`src/rtl/map_req_if.sv`:
```
// Request/response and map-memory bundle shared by the game agents and map_req_arbiter.
// master = agents plus the memory model, slave = the arbiter.
interface map_req_if #(
  parameter int N_REQ  = 4,
  parameter int ADDR_W = 8
);
  logic [N_REQ-1:0]        req;
  logic [2*N_REQ-1:0]      req_type;
  logic [ADDR_W*N_REQ-1:0] req_content;
  logic [N_REQ-1:0]        ACK;
  logic [N_REQ-1:0]        NACK;
  logic [N_REQ-1:0]        wr;
  logic [15:0]             data_out;
  logic [ADDR_W-1:0]       mem_addr;
  logic                    mem_rd_en;
  logic                    mem_wr_en;
  logic [15:0]             mem_wdata;
  logic [15:0]             mem_rdata;

  modport master (
    output req, req_type, req_content, mem_rdata,
    input  ACK, NACK, wr, data_out, mem_addr, mem_rd_en, mem_wr_en, mem_wdata
  );

  modport slave (
    input  req, req_type, req_content, mem_rdata,
    output ACK, NACK, wr, data_out, mem_addr, mem_rd_en, mem_wr_en, mem_wdata
  );
endinterface

```
`src/rtl/map_req_arbiter.sv`:
```
// Round-robin arbiter granting atomic read/claim/release access to the 256x16 map memory.
// Optional macro ARB_DIGGER_PRIO_EN gives requester 0 (digger) absolute priority.
module map_req_arbiter #(
  parameter int N_REQ  = 4,
  parameter int ADDR_W = 8
) (
  input logic      clk,
  input logic      rst,
  map_req_if.slave bus
);

  typedef enum logic [2:0] {IDLE, RD, WAIT, RESP, GAP} state_t;

  state_t            state_r, state_s;
  logic [2:0]        ptr_r, ptr_s;
  logic [2:0]        g_r, g_s;
  logic [1:0]        type_r, type_s;
  logic [ADDR_W-1:0] addr_r, addr_s;
  logic [15:0]       w_r, w_s;
  logic [N_REQ-1:0]  ack_r, ack_s, nack_r, nack_s, wr_r, wr_s;
  logic [15:0]       data_r, data_s, wdata_r, wdata_s;
  logic              rd_en_r, rd_en_s, wr_en_r, wr_en_s;

  logic              found_s, hi_found_s;
  logic [2:0]        win_s, hi_win_s, lo_win_s;
  logic [1:0]        sel_type_s;
  logic [ADDR_W-1:0] sel_cont_s;
  logic [N_REQ-1:0]  g_mask_s;
  logic [2:0]        ptr_next_s;

  // Winner selection: first requester at or above the pointer, otherwise the lowest one (wrap).
  always_comb begin
    hi_found_s = 1'b0;
    hi_win_s   = 3'd0;
    lo_win_s   = 3'd0;
    for (int i = N_REQ - 1; i >= 0; i--) begin
      lo_win_s   = bus.req[i] ? 3'(i) : lo_win_s;
      hi_win_s   = (bus.req[i] && (i >= int'(ptr_r))) ? 3'(i) : hi_win_s;
      hi_found_s = hi_found_s | (bus.req[i] && (i >= int'(ptr_r)));
    end
    found_s = |bus.req;
`ifdef ARB_DIGGER_PRIO_EN
    if (bus.req[0]) begin
      win_s = 3'd0;
    end else if (hi_found_s) begin
      win_s = hi_win_s;
    end else begin
      win_s = lo_win_s;
    end
`else
    if (hi_found_s) begin
      win_s = hi_win_s;
    end else begin
      win_s = lo_win_s;
    end
`endif
    sel_type_s = 2'b00;
    sel_cont_s = {ADDR_W{1'b0}};
    for (int i = 0; i < N_REQ; i++) begin
      sel_type_s = (3'(i) == win_s) ? bus.req_type[2*i +: 2] : sel_type_s;
      sel_cont_s = (3'(i) == win_s) ? bus.req_content[ADDR_W*i +: ADDR_W] : sel_cont_s;
    end
  end

  // Grant mask and the pointer value that follows the current grant.
  always_comb begin
    g_mask_s = {{(N_REQ-1){1'b0}}, 1'b1} << g_r;
    if (int'(g_r) == N_REQ - 1) begin
      ptr_next_s = 3'd0;
    end else begin
      ptr_next_s = g_r + 3'd1;
    end
  end

  // Next-state and next-output logic; the response is decided in WAIT so it can be registered into RESP.
  always_comb begin
    state_s = state_r;
    ptr_s   = ptr_r;
    g_s     = g_r;
    type_s  = type_r;
    addr_s  = addr_r;
    w_s     = w_r;
    ack_s   = {N_REQ{1'b0}};
    nack_s  = {N_REQ{1'b0}};
    wr_s    = {N_REQ{1'b0}};
    data_s  = data_r;
    wdata_s = wdata_r;
    rd_en_s = 1'b0;
    wr_en_s = 1'b0;
    case (state_r)
      IDLE: begin
        if (found_s) begin
          g_s     = win_s;
          type_s  = sel_type_s;
          addr_s  = sel_cont_s;
          rd_en_s = 1'b1;
          state_s = RD;
        end else begin
          state_s = IDLE;
        end
      end
      RD: begin
        state_s = WAIT;
      end
      WAIT: begin
        w_s     = bus.mem_rdata;
        state_s = RESP;
`ifdef ARB_DIGGER_PRIO_EN
        if (g_r != 3'd0) begin
          ptr_s = ptr_next_s;
        end else begin
          ptr_s = ptr_r;
        end
`else
        ptr_s = ptr_next_s;
`endif
        case (type_r)
          2'b00: begin
            ack_s  = g_mask_s;
            wr_s   = g_mask_s;
            data_s = bus.mem_rdata;
          end
          2'b01: begin
            if (!bus.mem_rdata[15]) begin
              wdata_s = {1'b1, g_r, bus.mem_rdata[11:0]};
              data_s  = {1'b1, g_r, bus.mem_rdata[11:0]};
              wr_en_s = 1'b1;
              ack_s   = g_mask_s;
            end else begin
              data_s = bus.mem_rdata;
              nack_s = g_mask_s;
            end
          end
          2'b10: begin
            if (bus.mem_rdata[15] && (bus.mem_rdata[14:12] == g_r)) begin
              wdata_s = {1'b0, 3'b000, bus.mem_rdata[11:0]};
              wr_en_s = 1'b1;
              ack_s   = g_mask_s;
            end else begin
              nack_s = g_mask_s;
            end
          end
          default: begin
            nack_s = g_mask_s;
          end
        endcase
      end
      RESP: begin
        state_s = GAP;
      end
      GAP: begin
        state_s = IDLE;
      end
      default: begin
        state_s = IDLE;
      end
    endcase
  end

  // State, grant context and registered outputs.
  always_ff @(posedge clk or posedge rst) begin
    if (rst) begin
      state_r <= IDLE;
      ptr_r   <= 3'd0;
      g_r     <= 3'd0;
      type_r  <= 2'b00;
      addr_r  <= {ADDR_W{1'b0}};
      w_r     <= 16'h0000;
      ack_r   <= {N_REQ{1'b0}};
      nack_r  <= {N_REQ{1'b0}};
      wr_r    <= {N_REQ{1'b0}};
      data_r  <= 16'h0000;
      wdata_r <= 16'h0000;
      rd_en_r <= 1'b0;
      wr_en_r <= 1'b0;
    end else begin
      state_r <= state_s;
      ptr_r   <= ptr_s;
      g_r     <= g_s;
      type_r  <= type_s;
      addr_r  <= addr_s;
      w_r     <= w_s;
      ack_r   <= ack_s;
      nack_r  <= nack_s;
      wr_r    <= wr_s;
      data_r  <= data_s;
      wdata_r <= wdata_s;
      rd_en_r <= rd_en_s;
      wr_en_r <= wr_en_s;
    end
  end

  assign bus.ACK       = ack_r;
  assign bus.NACK      = nack_r;
  assign bus.wr        = wr_r;
  assign bus.data_out  = data_r;
  assign bus.mem_addr  = addr_r;
  assign bus.mem_rd_en = rd_en_r;
  assign bus.mem_wr_en = wr_en_r;
  assign bus.mem_wdata = wdata_r;

endmodule

```
`src/flat_wrapper.sv`:
```
// flat-port wrapper written by rule: the top's interface ports become plain ports
module map_req_arbiter_flat 
#(
  parameter int N_REQ  = 4,
  parameter int ADDR_W = 8
)
  (clk, rst, bus_req, bus_req_type, bus_req_content, bus_mem_rdata, bus_ACK, bus_NACK, bus_wr, bus_data_out, bus_mem_addr, bus_mem_rd_en, bus_mem_wr_en, bus_mem_wdata);
  map_req_if #(.N_REQ(N_REQ), .ADDR_W(ADDR_W)) bus_i ();
  input logic clk;
  input logic rst;
  input wire logic [$bits(bus_i.req)-1:0] bus_req;
  input wire logic [$bits(bus_i.req_type)-1:0] bus_req_type;
  input wire logic [$bits(bus_i.req_content)-1:0] bus_req_content;
  input wire logic [$bits(bus_i.mem_rdata)-1:0] bus_mem_rdata;
  output wire logic [$bits(bus_i.ACK)-1:0] bus_ACK;
  output wire logic [$bits(bus_i.NACK)-1:0] bus_NACK;
  output wire logic [$bits(bus_i.wr)-1:0] bus_wr;
  output wire logic [$bits(bus_i.data_out)-1:0] bus_data_out;
  output wire logic [$bits(bus_i.mem_addr)-1:0] bus_mem_addr;
  output wire logic [$bits(bus_i.mem_rd_en)-1:0] bus_mem_rd_en;
  output wire logic [$bits(bus_i.mem_wr_en)-1:0] bus_mem_wr_en;
  output wire logic [$bits(bus_i.mem_wdata)-1:0] bus_mem_wdata;
  assign bus_i.req = bus_req;
  assign bus_i.req_type = bus_req_type;
  assign bus_i.req_content = bus_req_content;
  assign bus_i.mem_rdata = bus_mem_rdata;
  assign bus_ACK = bus_i.ACK;
  assign bus_NACK = bus_i.NACK;
  assign bus_wr = bus_i.wr;
  assign bus_data_out = bus_i.data_out;
  assign bus_mem_addr = bus_i.mem_addr;
  assign bus_mem_rd_en = bus_i.mem_rd_en;
  assign bus_mem_wr_en = bus_i.mem_wr_en;
  assign bus_mem_wdata = bus_i.mem_wdata;
  map_req_arbiter #(.N_REQ(N_REQ), .ADDR_W(ADDR_W)) u_core (.clk(clk), .rst(rst), .bus(bus_i));
endmodule
```
`config.mk`:
```
export PLATFORM = sky130hd
export DESIGN_NAME = map_req_arbiter_flat
export DESIGN_NICKNAME = d
export VERILOG_FILES = /design/src/rtl/map_req_if.sv /design/src/rtl/map_req_arbiter.sv /design/src/flat_wrapper.sv
export SDC_FILE = /design/constraint.sdc
export NUM_CORES = 1
export LEC_CHECK = 0
export BUFFER_PORTS_ARGS = -buffer_cell sky130_fd_sc_hd__buf_2
export CAP_MARGIN = 30
export CORE_MARGIN = 2
export CORE_UTILIZATION = 38
export DETAILED_ROUTE_END_ITERATION = 10
export GPL_TIMING_DRIVEN = 0
export PLACE_DENSITY = 0.74
export SYNTH_ARGS = -nofsm -noshare
export SYNTH_HDL_FRONTEND = slang
export SYNTH_SLANG_ARGS = --single-unit
```
`constraint.sdc`:
```
create_clock -name clk -period 1.9 [get_ports clk]
set_input_delay 0.19 -clock clk [delete_from_list [all_inputs] [get_ports clk]]
set_output_delay 0.19 -clock clk [all_outputs]
set_load 0.02 [all_outputs]
```
==> impl_metrics.csv <==
group,metric,value,unit
layout,post-route-util,52.04,%
critical_path,path_cells,"xnor2_1 > nand4b_1 > a22oi_2 > o211ai_4 > buf_6 > mux2_4",
route,first_pass_iters,4,
synthesis,ys_ff_latch,62,
clock_network,htree_levels,3,
sta,fin_skew,0.01142,ns
critical_path,critical-path-max-stage-delay,0.47,ns
floorplan,start_util,39.04,%
critical_path,critPathLaunch,"u_core.g_r[0]",
critical_path,rrSetupSlack,0.12,ns
floorplan,die_h,90.32,um
sta,period_share,93.63,%
pwr,vdd_ir_drop_max,767.8,uV
layout,diodes,0,
route,drtIter0Drc,61,
pwr,finalPower,6.391,mW
layout,drive_gt1_share,48.17,%
route,routedWlPerCell,13.19,um
layout,n_fill_cell,665,
critical_path,timing.rr.start,"u_core.g_r[0]",
placed_design,post-place-ws,0.04276,ns
sta,final.setup.tns,0,ns
sta,drv_slew,0,
sta,finalCriticalPeriod,1.779,ns
critical_path,critPathLaunchType,"register",
placed_design,detailedPlacementHpwl,4550,um
floorplan,die_w,90.32,um
run_status,status,"complete, no violations",
clock_network,clock_path_buffers,2,
critical_path,cp_num_buf_inv,1,
job,drv_cap,0,
route,antenna_left,0,
global_route,grt_start_max_net_pins,36,
layout,instances_no_fill,454,
critical_path,cp_num_cells,6,
clock_network,cts_num_sinks,62,
route,vias_per_cell,4.650,
placed_design,numPlacedInstances,438,
synthesis,yosysSeqAreaShare,54.79,%
critical_path,crit_fanout,10,
sta,timing.final.setup_violations,0,
critical_path,cp-end-kind,"register",
critical_path,rr_worst_depth,6,
critical_path,cp.arrival,2.00,ns
synthesis,yosysWarnings,0,
synthesis,synthFlopType,"dfrtp_1",
sta,tightest_slew,0.5871,ns
synthesis,synth_area,0.002831,mm^2
sta,setup_slack,0.1210,ns
global_route,antenna_found_initial,0,
sta,max_slew_margin,60.80,%
floorplan,die_area,0.008158,mm^2
critical_path,crit_family,"flip-flops",
placed_design,routabilityCongestion,0.7447,
clock_network,clk_pin_slew,0.07,ns
synthesis,synth_fp_nets,294,
global_route,overflow,0,
placed_design,numPortBuffers,114,
floorplan,ios,116,
clock_network,postCtsSetupBuffers,0,
critical_path,worst_path_max_delay_cell,"dfrtp_2",
critical_path,crit_end,"u_core.bus.mem_wdata[1]",
floorplan,rows,31,
sta,fmax,562.1,MHz
layout,layout.nets,421,
clock_network,cts_made_buffers,9,
sta,rsz0062_at_grt,"false",
synthesis,synth_edf_count,0,
global_route,grt_pass1_vias,2139,
layout,design_area,0.003775,mm^2
global_route,grtUsageTotal,15.09,%
route,drc,0,
critical_path,r2r_end,"u_core.bus.mem_wdata[1]",
layout,layout_commonest_cell,"buf_2",
synthesis,async_flop_share,100.0,%
floorplan,coreArea,0.007253,mm^2
clock_network,cts_tree,"built",
clock_network,cts_root_buffer,"clkbuf_8",
critical_path,cp_data_required_time,2.12,ns
pwr,leakage,2.002,nW
sta,hold_violations,0,
layout,layout_common_cells,"buf_2 (117), dfrtp_1 (59), mux2i_1 (22)",
synthesis,postSynthAreaPerCell,12.64,um^2
route,via_count,2111,
synthesis,netlist_instances,224,
worst_hold_path,hold_path_class,"in -> reg",
critical_path,critPathKind,"reg -> reg",
synthesis,synth_cell_types,36,
placed_design,placed_area,0.003546,mm^2
pwr,p_per_area,1693,mW/mm^2
layout,areaGrowthSynthToFinish,33.32,%
clock_network,insertion_delay,0.33,ns
sta,timing.hold.ws,0.09821,ns
route,totalWireLength,5987,um
global_route,grt_pass1_wl,9894,um
-- registers in the layout (all words and copies together), names as in the netlist --
register and cells:
u_core.state_r 3, u_core.bus.data_out 16, u_core.bus.mem_rd_en 1, u_core.bus.mem_wr_en 1, u_core.bus.mem_addr 8, u_core.bus.ACK 4, u_core.bus.mem_wdata 15, u_core.bus.wr 4
u_core.bus.NACK 4, u_core.ptr_r 2, u_core.type_r 2, u_core.g_r 2
-- what timing repair did --
action | CTS | global route
endpoints found under the setup margin | 0 | 20
hold buffers | 1 | 0
resized for setup | 0 | 5
hold endpoints to repair | 27 | 0
-- power by group --
| part | switching, mW | total [mW] | internal [mW] | leakage, nW |
|---|---|---|---|---|
| Sequential | 0.359 | 2.25 | 1.89 | 0.770 |
| Combinational | 1.68 | 2.95 | 1.27 | 1.13 |
| Clock | 0.486 | 1.19 | 0.704 | 0.104 |
| Total | 2.53 | 6.39 | 3.87 | 2.00 |
-- routing by layer --
metal	up-vias	global-route usage (%)	wire length, um
li1	1030	-	-
met1	999	19.14	2741
met2	75	25.50	2853
met3	7	3.088	322
met4	0	5.769	69
met5	-	0	0
-- cell type report --
class                   count  area, um^2  share of cell area (%)
flip-flops and latches     62        1555                   41.20
multi-input cells         143        1186                   31.42
repair buffers            116       600.6                   15.91
clock buffers              12       165.2                   4.375
well taps                  99       123.9                   3.281
plain buffers               9       63.81                   1.690
clock inverters             3       42.54                   1.127
inverters                  10       37.54                  0.9944
-- cells in the mapped netlist, drive strengths merged, types with 3 or more instances --
| library cell | instances | share of area (%) |
|---|---|---|
| mux2i | 22 | 7.8 |
| nor2 | 12 | 1.6 |
| o21ai | 4 | 0.71 |
| nor2b | 4 | 0.88 |
| nand2 | 20 | 2.7 |
| dfrtp | 62 | 55 |
| mux2 | 24 | 10 |
| a21oi | 4 | 0.71 |
| xnor2 | 3 | 0.93 |
| and3 | 4 | 0.88 |
| inv | 10 | 1.3 |
| and2 | 9 | 2.0 |
| o221ai | 11 | 3.4 |
| ha | 8 | 3.5 |
| buf | 7 | 2.0 |
-- how the worst min path moves through the flow --
stage                       from                  endpoint  slack (ns)  depth (start not counted)
2_1_floorplan  bus_mem_rdata[14]   u_core.bus.data_out[14]        0.33                          2
3_3_place_gp    bus_mem_rdata[3]   u_core.bus.mem_wdata[3]        0.43                          2
3_5_place_dp                 rst  u_core.bus.mem_wdata[10]        0.28                          2
4_1_cts         bus_mem_rdata[4]   u_core.bus.mem_wdata[4]        0.09                          2
5_1_grt         bus_mem_rdata[4]   u_core.bus.mem_wdata[4]        0.09                          2
6_report        bus_mem_rdata[4]   u_core.bus.mem_wdata[4]         0.1                          2
-- cells by family (layout without fill, tap and decap cells) --
family	count (synthesis)	count (layout)	share of synthesized area, %
flops	62	62	54.79
xor+xnor	3	3	0.9281
buf+inv	19	150	3.579
fa+ha+maj	8	8	3.535
other cells	1	1	0.1324
mux	46	46	18.25
compound gates	30	30	9.501
simple gates	55	55	9.279
Note: power is estimated with default switching activity, not from simulation.
